==> src/rtl/barrel_shifter_pkg.sv <==
// Shared mode encodings and the per-bit shift-step helper for the pipelined barrel shifter.
package barrel_shifter_pkg;

  localparam logic [1:0] MODE_ROR = 2'b00;
  localparam logic [1:0] MODE_ROL = 2'b01;
  localparam logic [1:0] MODE_SRL = 2'b10;
  localparam logic [1:0] MODE_SRA = 2'b11;

  // One output bit of a right shift by 2^k: a source bit that falls off the top
  // either wraps (rotate) or is replaced by the fill bit (logical/arithmetic).
  function automatic logic shift_bit(input logic en, input logic cur, input logic src,
                                     input logic in_range, input logic rot, input logic fill);
    logic res;
    if (!en)
      res = cur;
    else if (in_range || rot)
      res = src;
    else
      res = fill;
    return res;
  endfunction

endpackage

==> src/rtl/barrel_shift_stage.sv <==
// One pipeline stage: conditional right shift by 2^STAGE_IDX on the way into a
// register, with valid/ready advance logic that lets bubbles collapse.
module barrel_shift_stage
  import barrel_shifter_pkg::*;
#(
  parameter int WIDTH     = 8,
  parameter int TAG_W     = 1,
  parameter int STAGE_IDX = 0,
  localparam int AMT_W    = $clog2(WIDTH)
) (
  input  logic             clk,
  input  logic             rst_n,
  input  logic             i_valid,
  output logic             o_ready,
  input  logic [WIDTH-1:0] i_data,
  input  logic [AMT_W-1:0] i_amt,
  input  logic             i_rot,
  input  logic             i_fill,
  input  logic [TAG_W-1:0] i_tag,
  output logic             o_valid,
  input  logic             i_ready,
  output logic [WIDTH-1:0] o_data,
  output logic [AMT_W-1:0] o_amt,
  output logic             o_rot,
  output logic             o_fill,
  output logic [TAG_W-1:0] o_tag
);

  localparam int DIST = 1 << STAGE_IDX;

  logic             r_valid;
  logic [WIDTH-1:0] r_data;
  logic [AMT_W-1:0] r_amt;
  logic             r_rot;
  logic             r_fill;
  logic [TAG_W-1:0] r_tag;
  logic [WIDTH-1:0] w_shift;
  logic             w_adv;

  for (genvar i = 0; i < WIDTH; i++) begin : g_bit
    localparam int   SRC      = (i + DIST) % WIDTH;
    localparam logic IN_RANGE = ((i + DIST) < WIDTH);
    assign w_shift[i] = shift_bit(i_amt[STAGE_IDX], i_data[i], i_data[SRC],
                                  IN_RANGE, i_rot, i_fill);
  end

  // An empty stage always takes from upstream, even while downstream is stalled.
  assign w_adv   = !r_valid || i_ready;
  assign o_ready = w_adv;

  always_ff @(posedge clk or negedge rst_n) begin
    if (!rst_n) begin
      r_valid <= 1'b0;
      r_data  <= '0;
      r_amt   <= '0;
      r_rot   <= 1'b0;
      r_fill  <= 1'b0;
      r_tag   <= '0;
    end else if (w_adv) begin
      r_valid <= i_valid;
      if (i_valid) begin
        r_data <= w_shift;
        r_amt  <= i_amt;
        r_rot  <= i_rot;
        r_fill <= i_fill;
        r_tag  <= i_tag;
      end
    end
  end

  assign o_valid = r_valid;
  assign o_data  = r_data;
  assign o_amt   = r_amt;
  assign o_rot   = r_rot;
  assign o_fill  = r_fill;
  assign o_tag   = r_tag;

endmodule

==> src/rtl/barrel_shifter_pipe.sv <==
// Pipelined barrel shifter (ROR/ROL/SRL/SRA), one stage per shift-amount bit,
// valid/ready on both sides with a tag carried alongside each result.
module barrel_shifter_pipe
  import barrel_shifter_pkg::*;
#(
  parameter int WIDTH  = 8,
  parameter int TAG_W  = 1,
  localparam int AMT_W = $clog2(WIDTH)
) (
  input  logic             clk,
  input  logic             rst_n,
  input  logic             in_valid,
  output logic             in_ready,
  input  logic [WIDTH-1:0] in_data,
  input  logic [AMT_W-1:0] in_amt,
  input  logic [1:0]       in_mode,
  input  logic [TAG_W-1:0] in_tag,
  output logic             out_valid,
  input  logic             out_ready,
  output logic [WIDTH-1:0] out_data,
  output logic             out_zero,
  output logic [TAG_W-1:0] out_tag
);

  // Element 0 is the pre-processed input; element k+1 is the output of stage k.
  logic             w_vld  [AMT_W+1];
  logic             w_rdy  [AMT_W+1];
  logic [WIDTH-1:0] w_data [AMT_W+1];
  logic [AMT_W-1:0] w_amt  [AMT_W+1];
  logic             w_rot  [AMT_W+1];
  logic             w_fill [AMT_W+1];
  logic [TAG_W-1:0] w_tag  [AMT_W+1];

  // ROL by n is ROR by (WIDTH - n) mod WIDTH; the AMT_W-bit negate wraps naturally.
  assign w_vld[0]  = in_valid;
  assign w_data[0] = in_data;
  assign w_amt[0]  = (in_mode == MODE_ROL) ? -in_amt : in_amt;
  assign w_rot[0]  = (in_mode == MODE_ROR) || (in_mode == MODE_ROL);
  assign w_fill[0] = (in_mode == MODE_SRA) && in_data[WIDTH-1];
  assign w_tag[0]  = in_tag;

  assign w_rdy[AMT_W] = out_ready;
  assign in_ready     = w_rdy[0];

  for (genvar k = 0; k < AMT_W; k++) begin : g_stage
    barrel_shift_stage #(
      .WIDTH    (WIDTH),
      .TAG_W    (TAG_W),
      .STAGE_IDX(k)
    ) u_stage (
      .clk    (clk),
      .rst_n  (rst_n),
      .i_valid(w_vld[k]),
      .o_ready(w_rdy[k]),
      .i_data (w_data[k]),
      .i_amt  (w_amt[k]),
      .i_rot  (w_rot[k]),
      .i_fill (w_fill[k]),
      .i_tag  (w_tag[k]),
      .o_valid(w_vld[k+1]),
      .i_ready(w_rdy[k+1]),
      .o_data (w_data[k+1]),
      .o_amt  (w_amt[k+1]),
      .o_rot  (w_rot[k+1]),
      .o_fill (w_fill[k+1]),
      .o_tag  (w_tag[k+1])
    );
  end

  assign out_valid = w_vld[AMT_W];
  assign out_data  = w_data[AMT_W];
  assign out_tag   = w_tag[AMT_W];
  assign out_zero  = ~|w_data[AMT_W];

endmodule

==> config.mk <==
export PLATFORM = sky130hd
export DESIGN_NAME = barrel_shifter_pipe
export DESIGN_NICKNAME = d
export VERILOG_FILES = /design/src/rtl/barrel_shifter_pkg.sv /design/src/rtl/barrel_shift_stage.sv /design/src/rtl/barrel_shifter_pipe.sv
export SDC_FILE = /design/constraint.sdc
export NUM_CORES = 1
export LEC_CHECK = 0
export ABC_AREA = 1
export BUFFER_PORTS_ARGS = -buffer_cell sky130_fd_sc_hd__buf_2
export CAP_MARGIN = 20
export CORE_ASPECT_RATIO = 0.5
export CORE_MARGIN = 1
export CORE_UTILIZATION = 45
export CTS_CLUSTER_SIZE = 8
export DETAILED_ROUTE_END_ITERATION = 16
export PLACE_DENSITY = 0.73
export SYNTH_ARGS = -nofsm -noshare
export SYNTH_HDL_FRONTEND = slang
export SYNTH_SLANG_ARGS = --single-unit
==> constraint.sdc <==
create_clock -name clk -period 1.3 [get_ports clk]
set_input_delay 0.065 -clock clk [delete_from_list [all_inputs] [get_ports clk]]
set_output_delay 0.065 -clock clk [all_outputs]
set_load 0.05 [all_outputs]
==> out/metrics.cfg, run 1 <==
[layout]
post-route-cell-area_um2=2200
finish.utilization=0.560
synthToLayoutAreaGrowth_pct=19.0
finish.net_count=292
filler_cell_count=417
area.sequential_um2=935
drive_gt1_frac=0.259
finish.cell_count_without_fillers=328
antenna-diode-count=0
multiInputGateArea_um2=790

[grt]
via_count_of_the_first_global_routing_pass=1289
grt_start_max_net_pins=38
grt_overflow=0
grt_util_all_layers=0.180
global_route_wire_length_before_repair_um=5780
antenna_violations_before_repair=0

[route]
drt_first_pass_iters=4
drc=0
antenna_left=0
dr_total_vias=1541
detail_route.vias_per_cell=4.70
first_iter_violations=63
route.final.wire_length_um=3580
wire_per_inst_um=10.9

[timing]
fin_worst_skew_ns=0.00729
rsz_0062_raised_after_global_routing=yes
worst_slew_pin_slew_ns=0.459
post_route_setup_slack_ns=-0.0402
drv_slew=0
post-route-min-period_ns=1.34
maxClockFrequency_mhz=746
timing.hold.ws_ns=0.0206
finalSetupTns_ns=-0.0402
hold_viol=0
min_period_over_period=1.03
slew_headroom=0.694
report.final.setup_viol=1

[critical_path]
required_ns=1.24
crit_path_top_delay_cell=sky130_fd_sc_hd__dfrtp_2
r2r_cells=4
setup.worst_path.end=out_zero
bufs_and_invs_on_worst_path=1
critPathLaunchType=flop
regToRegStartpoint=g_stage[0].u_stage.o_amt[1]
cp_slowest_stage_delay_ns=0.40
setup.worst_path.end_class=output pin
timing.critical_path.depth=4
crit-reg2reg-capture=g_stage[1].u_stage.o_data[2]
crit_chain=nor2_1 > nand4_1 > nor3_4 > buf_6
critPathArrivalTime_ns=1.28
setup.worst_path.class=reg2out
timing.critical_path.max_delay_family=simple AND/OR/NAND/NOR gates
rrSetupSlack_ns=0.15
worst_setup_path_startpoint=g_stage[2].u_stage.o_data[6]
worst_path_max_fanout=2

[floorplanning]
fp.coreArea_um2=3920
boundaryPins=30
initial_cell_density_of_the_core=0.470
floorplan.die.width_um=92.6
core.rowCount=16
die-area_um2=4380
floorplan.die.height_um=47.3

[placement]
pre_cts_ws_ns=0.113
last_weighted_congestion_value_of_the_routability_driven_placer=0.816
dp_hpwl_um=2610
placement.io_buffers=29
postPlaceCellArea_um2=2070
place_inst=316

[synth]
synth.area.mux_share=0
synth_nets=254
postSynth.asyncResetShare=1.00
post_synth_inst_count=235
synth_top_area_share=0.502
synth.cells.most_frequent=96 x sky130_fd_sc_hd__nand2_1, 37 x sky130_fd_sc_hd__dfrtp_1, 31 x sky130_fd_sc_hd__o21ai_0
yosys.area_share.xor_xnor=0
synth-edff-count=0
synth_cell_types=21
yosys_most_used_dff=sky130_fd_sc_hd__dfrtp_1
post_synth_fa_ha_maj_area_fraction=0.00678
synth_area_per_cell_um2=7.85
most_repeated_cell_in_the_gate_level_netlist_after_synthesis=sky130_fd_sc_hd__nand2_1
post_synth_simple_gate_area=0.277
postSynthRegisterBits=37
yosys_warnings=0
yosysTopAreaCell=sky130_fd_sc_hd__dfrtp_1
seq_area_frac_synth=0.502
cell_area_synth_um2=1850
main_combinational_cell_family_by_area_after_synthesis=simple AND/OR/NAND/NOR gates
synth_compound_gate_area_share=0.134
yosys-top-cells-area=sky130_fd_sc_hd__dfrtp_1 50%, sky130_fd_sc_hd__nand2_1 20%, sky130_fd_sc_hd__o21ai_0 8.4%

[pwr]
power_per_cell_area_nw_per_um2=2000
total_power_mw=4.38
power.ir.vdd_worst_mv=0.587
total_leakage_power_nw=1.15

[clock_network]
max-clock-path-buffers=2
clkSinkCount=37
cts_buffers=5
clk_root_buffer_cell=sky130_fd_sc_hd__clkbuf_8
cts.clk_slew.worst_paths_ns=0.08
tritoncts=done
clock_latency_on_the_worst_skew_pair_ns=0.30
cts_htree_levels=2

[status]
violations=setup timing
outcome=complete, but fails checks

[flow_run]
cap_viol_max_count=0

[hold_path]
worst_hold_path_type=in2reg

routing by layer:
metal  share of wire  GRT usage
met4           0.015     0.0938
met5               0          0
met2            0.42      0.274
met3           0.044     0.0485
met1            0.52      0.243
state kept, by name, indices dropped and copies added (netlist names):
register                 count
g_stage.u_stage.o_amt        3
g_stage.u_stage.o_data      24
g_stage.u_stage.o_fill       2
g_stage.u_stage.o_rot        2
g_stage.u_stage.o_tag        3
g_stage.u_stage.o_valid      3
placed cells by master (no fill, tap or decap), types with 3 or more instances in the layout:
| cell | count |
|---|---|
| sky130_fd_sc_hd__nor2_1 | 11 |
| sky130_fd_sc_hd__o21ai_0 | 31 |
| sky130_fd_sc_hd__dfrtp_1 | 30 |
| sky130_fd_sc_hd__o21ai_2 | 7 |
| sky130_fd_sc_hd__or2_2 | 6 |
| sky130_fd_sc_hd__buf_4 | 7 |
| sky130_fd_sc_hd__buf_2 | 28 |
| sky130_fd_sc_hd__clkbuf_8 | 5 |
| sky130_fd_sc_hd__nand3_1 | 3 |
| sky130_fd_sc_hd__dfrtp_2 | 7 |
| sky130_fd_sc_hd__a21oi_1 | 3 |
| sky130_fd_sc_hd__nand2_1 | 96 |
| sky130_fd_sc_hd__inv_1 | 23 |
cell type report:
class                   instances  share of cell area
flip-flops and latches         37               0.426
multi-input cells             166               0.360
repair buffers                 38               0.102
inverters                      25              0.0427
clock buffers                   5              0.0313
well taps                      54              0.0308
clock inverters                 3             0.00798
worst min path at each step:
stage / startpoint / end / slack [ns] / depth (start not counted)
final: in_mode[1] / g_stage[0].u_stage.o_rot / 0.02 / 2
after global routing: in_mode[1] / g_stage[0].u_stage.o_rot / 0.03 / 2
after CTS: in_mode[1] / g_stage[0].u_stage.o_rot / 0.02 / 2
after detailed placement: rst_n / g_stage[2].u_stage.o_data[0] / 0.14 / 2
after global placement: rst_n / g_stage[2].u_stage.o_data[0] / 0.13 / 2
after floorplan: rst_n / g_stage[0].u_stage.o_amt[1] / -0.23 / 0
report_power, final:
| part | total (mW) | leakage, nW | internal, mW | switching, mW |
|---|---|---|---|---|
| clock network | 0.783 | 0.0439 | 0.369 | 0.413 |
| registers | 1.79 | 0.450 | 1.52 | 0.271 |
| logic | 1.81 | 0.653 | 0.552 | 1.26 |
kinds of logic after synthesis:
| family | Yosys count |
|---|---|
| AO/OA/AOI/OAI | 43 |
| AND/OR/NAND/NOR | 122 |
| buffers and inverters | 32 |
| flip-flops | 37 |
| adder cells (fa/ha/maj) | 1 |
timing repair:
action                     CTS  global route
pin swaps                    3             1
hold endpoints to repair    38             0
setup buffers                2             0
hold buffers                 2             0
resized for setup            2             0
setup endpoints to repair    1             1
Note: power is estimated with default switching activity, not from simulation.
==> run 2: changes to the inputs <==
--- a/config.mk
+++ b/config.mk
@@ -13,7 +13,8 @@
 export CORE_UTILIZATION = 45
 export CTS_CLUSTER_SIZE = 8
 export DETAILED_ROUTE_END_ITERATION = 16
-export PLACE_DENSITY = 0.73
+export PLACE_DENSITY = 0.66
+export SKIP_LAST_GASP = 1
 export SYNTH_ARGS = -nofsm -noshare
 export SYNTH_HDL_FRONTEND = slang
 export SYNTH_SLANG_ARGS = --single-unit
==> run 2 against run 1 <==
  * The run still ends with setup timing left
  * Core utilization up 0.64 points
  * Critical endpoint unchanged
  * Combinational power hardly changed
  * Cell count rose by 0.30%
  * Fmax up 1.1%
  * Register-to-register slack better by 0.03 ns
  * Worst hold slack improved by 0.019 ns
  * Flip-flop and latch count unchanged
  * Sequential share of layout area fell by 0.48 points
==> out/metrics.cfg, run 2 (synthesized netlist as in run 1, its figures left out) <==
[status]
outcome=complete, but fails checks
violations=setup timing

[grt]
antenna_violations_before_repair=0  ; unchanged
via_count_of_the_first_global_routing_pass=1198  ; -7.1%
global_route_wire_length_before_repair_um=5530  ; -4.3%
grt_start_max_net_pins=38  ; unchanged
grt_util_all_layers=0.177  ; -0.00293
grt_overflow=0  ; unchanged

[floorplanning]
initial_cell_density_of_the_core=0.470  ; unchanged
boundaryPins=30  ; unchanged
floorplan.die.width_um=92.6  ; unchanged
core.rowCount=16  ; unchanged
die-area_um2=4380  ; unchanged
floorplan.die.height_um=47.3  ; unchanged
fp.coreArea_um2=3920  ; unchanged

[route]
dr_total_vias=1491  ; -3.2%
detail_route.vias_per_cell=4.53  ; -3.5%
routed-wl-met2_um=1410  ; -6.0%
drc=0  ; unchanged
route.final.wire_length_um=3480  ; -2.7%
antenna_left=0  ; unchanged
wire_per_inst_um=10.6  ; -3.0%
met1_wirelength_um=1860  ; -0.27%
first_iter_violations=90  ; +43%
route.met3.wl_um=180  ; +14%
highest_signal_layer=met4
drt_first_pass_iters=4  ; unchanged

[critical_path]
rrSetupSlack_ns=0.18  ; +0.03 ns
critPathArrivalTime_ns=1.26  ; -0.02 ns
cp_slowest_stage_delay_ns=0.41  ; about the same
crit-reg2reg-capture=g_stage[2].u_stage.o_data[6]
required_ns=1.24  ; about the same
regToRegStartpoint=g_stage[2].u_stage.o_valid
worst_path_max_fanout=3  ; +1
crit_chain=nor2_1 > nand4_1 > nor3_4 > buf_6
worst_setup_path_startpoint=g_stage[2].u_stage.o_data[7]
crit_path_top_delay_cell=sky130_fd_sc_hd__dfrtp_2
setup.worst_path.class=reg2out
critPathLaunchType=flop
setup.worst_path.end_class=output pin
r2r_cells=6  ; +2

[layout]
drive_gt1_frac=0.265  ; +0.00633
synthToLayoutAreaGrowth_pct=20.3
finish.net_count=293  ; +0.34%
filler_cell_count=392  ; -6.0%
layout_common_cells=96 x sky130_fd_sc_hd__nand2_1, 31 x sky130_fd_sc_hd__o21ai_0, 30 x sky130_fd_sc_hd__dfrtp_1, 28 x sky130_fd_sc_hd__buf_2, 23 x sky130_fd_sc_hd__inv_1
largest_register_ffs=24  ; unchanged
antenna-diode-count=0  ; unchanged
layout_commonest_cell=sky130_fd_sc_hd__nand2_1

[timing]
report.final.setup_viol=1  ; unchanged
fin_worst_skew_ns=0.00695  ; -0.000341 ns
rsz_0062_raised_after_global_routing=yes
drv_slew=0  ; unchanged
post-route-min-period_ns=1.33  ; -0.0146 ns
maxClockFrequency_mhz=754  ; +1.1%
post_route_setup_slack_ns=-0.0256  ; +0.0146 ns
hold_viol=0  ; unchanged
slew_headroom=0.701  ; +0.00702
min_period_over_period=1.02  ; -0.0112
worst_slew_pin_slew_ns=0.449  ; -0.0105 ns

[placement]
dp_hpwl_um=2590  ; -0.96%
last_weighted_congestion_value_of_the_routability_driven_placer=0.787  ; -3.6%
placement.io_buffers=29  ; unchanged
pre_cts_ws_ns=0.135  ; +0.0219 ns

[pwr]
power.ir.vdd_worst_mv=0.650  ; +11%
total_power_mw=4.46  ; +1.7%
power_per_cell_area_nw_per_um2=2010  ; +0.51%
total_leakage_power_nw=1.16  ; +1.3%

[hold_path]
min-delay-start=in_mode[1]
worst_hold_path_type=in2reg
min_delay_worst_endpoint=g_stage[0].u_stage.o_rot
worst_hold_path.num_cells=2  ; unchanged

[clock_network]
clkSinkCount=37  ; unchanged
cts_htree_levels=2  ; unchanged
clk_root_buffer_cell=sky130_fd_sc_hd__clkbuf_8
tritoncts=done
max-clock-path-buffers=2  ; unchanged
cts.clk_slew.worst_paths_ns=0.07  ; about the same
cts_buffers=5  ; unchanged
clock_latency_on_the_worst_skew_pair_ns=0.29  ; about the same

[flow_run]
cap_viol_max_count=0  ; unchanged

run 2: cell type report:
class	instances	area (um2)	share of cell area
Sequential cell	37	935	0.421
Multi-Input combinational cell	166	792	0.357
Timing Repair Buffer	39	231	0.104
Clock buffer	7	96.3	0.0434
Inverter	25	93.8	0.0423
Tap cell	54	67.6	0.0304
Clock inverter	1	5.00	0.00225
run 2: how the worst max path moves through the flow:
| stage | endpoint | slack (ns) | depth (start not counted) |
|---|---|---|---|
| after global placement | out_zero | 0.16 | 4 |
| after global routing | out_zero | -0.08 | 4 |
| final | out_zero | -0.03 | 4 |
| after floorplan | g_stage[0].u_stage.o_data[0] | -0.04 | 4 |
| after detailed placement | out_zero | 0.14 | 4 |
| after CTS | out_zero | -0.06 | 4 |
run 2: power by group:
part	total, mW	internal [mW]	switching, mW
registers	1.79	1.52	0.264
clock network	0.869	0.479	0.391
logic	1.80	0.558	1.24
run 2: repair_timing:
item                                   4_1_cts  5_1_grt
hold buffers                                 2        0
endpoints found under the hold margin       38        0
pin swaps                                    2        0
buffers inserted                             1        0
setup endpoints to repair                    1        1
resized for setup                            3        0
run 2: critical path, delay by kind of cell (launching register included):
family	cells	cell delay, ns
flip-flops	1	0.41
AND/OR/NAND/NOR	3	0.38
buffers and inverters	1	0.18
run 2: routing by layer:
metal  up-vias  track usage
met4         0       0.0469
met5         -            0
met2        33        0.267
li1        813            -
met1       641        0.240
met3         4       0.0728
run 2: per-stage QoR:
step / instances / hold slack (ns) / TNS (ns) / utilization / instance area (um2)
final: 329 / 0.0396 / -0.0256 / 0.566 / 2220
after floorplan: 235 / -0.231 / -0.378 / - / 1870
after CTS: 329 / 0.0325 / -0.0573 / 0.566 / 2220
after global routing: 329 / 0.0580 / -0.0833 / 0.566 / 2220
after detailed placement: 318 / 0.130 / 0 / 0.531 / 2080
after global placement: 318 / 0.127 / 0 / 0.531 / 2080
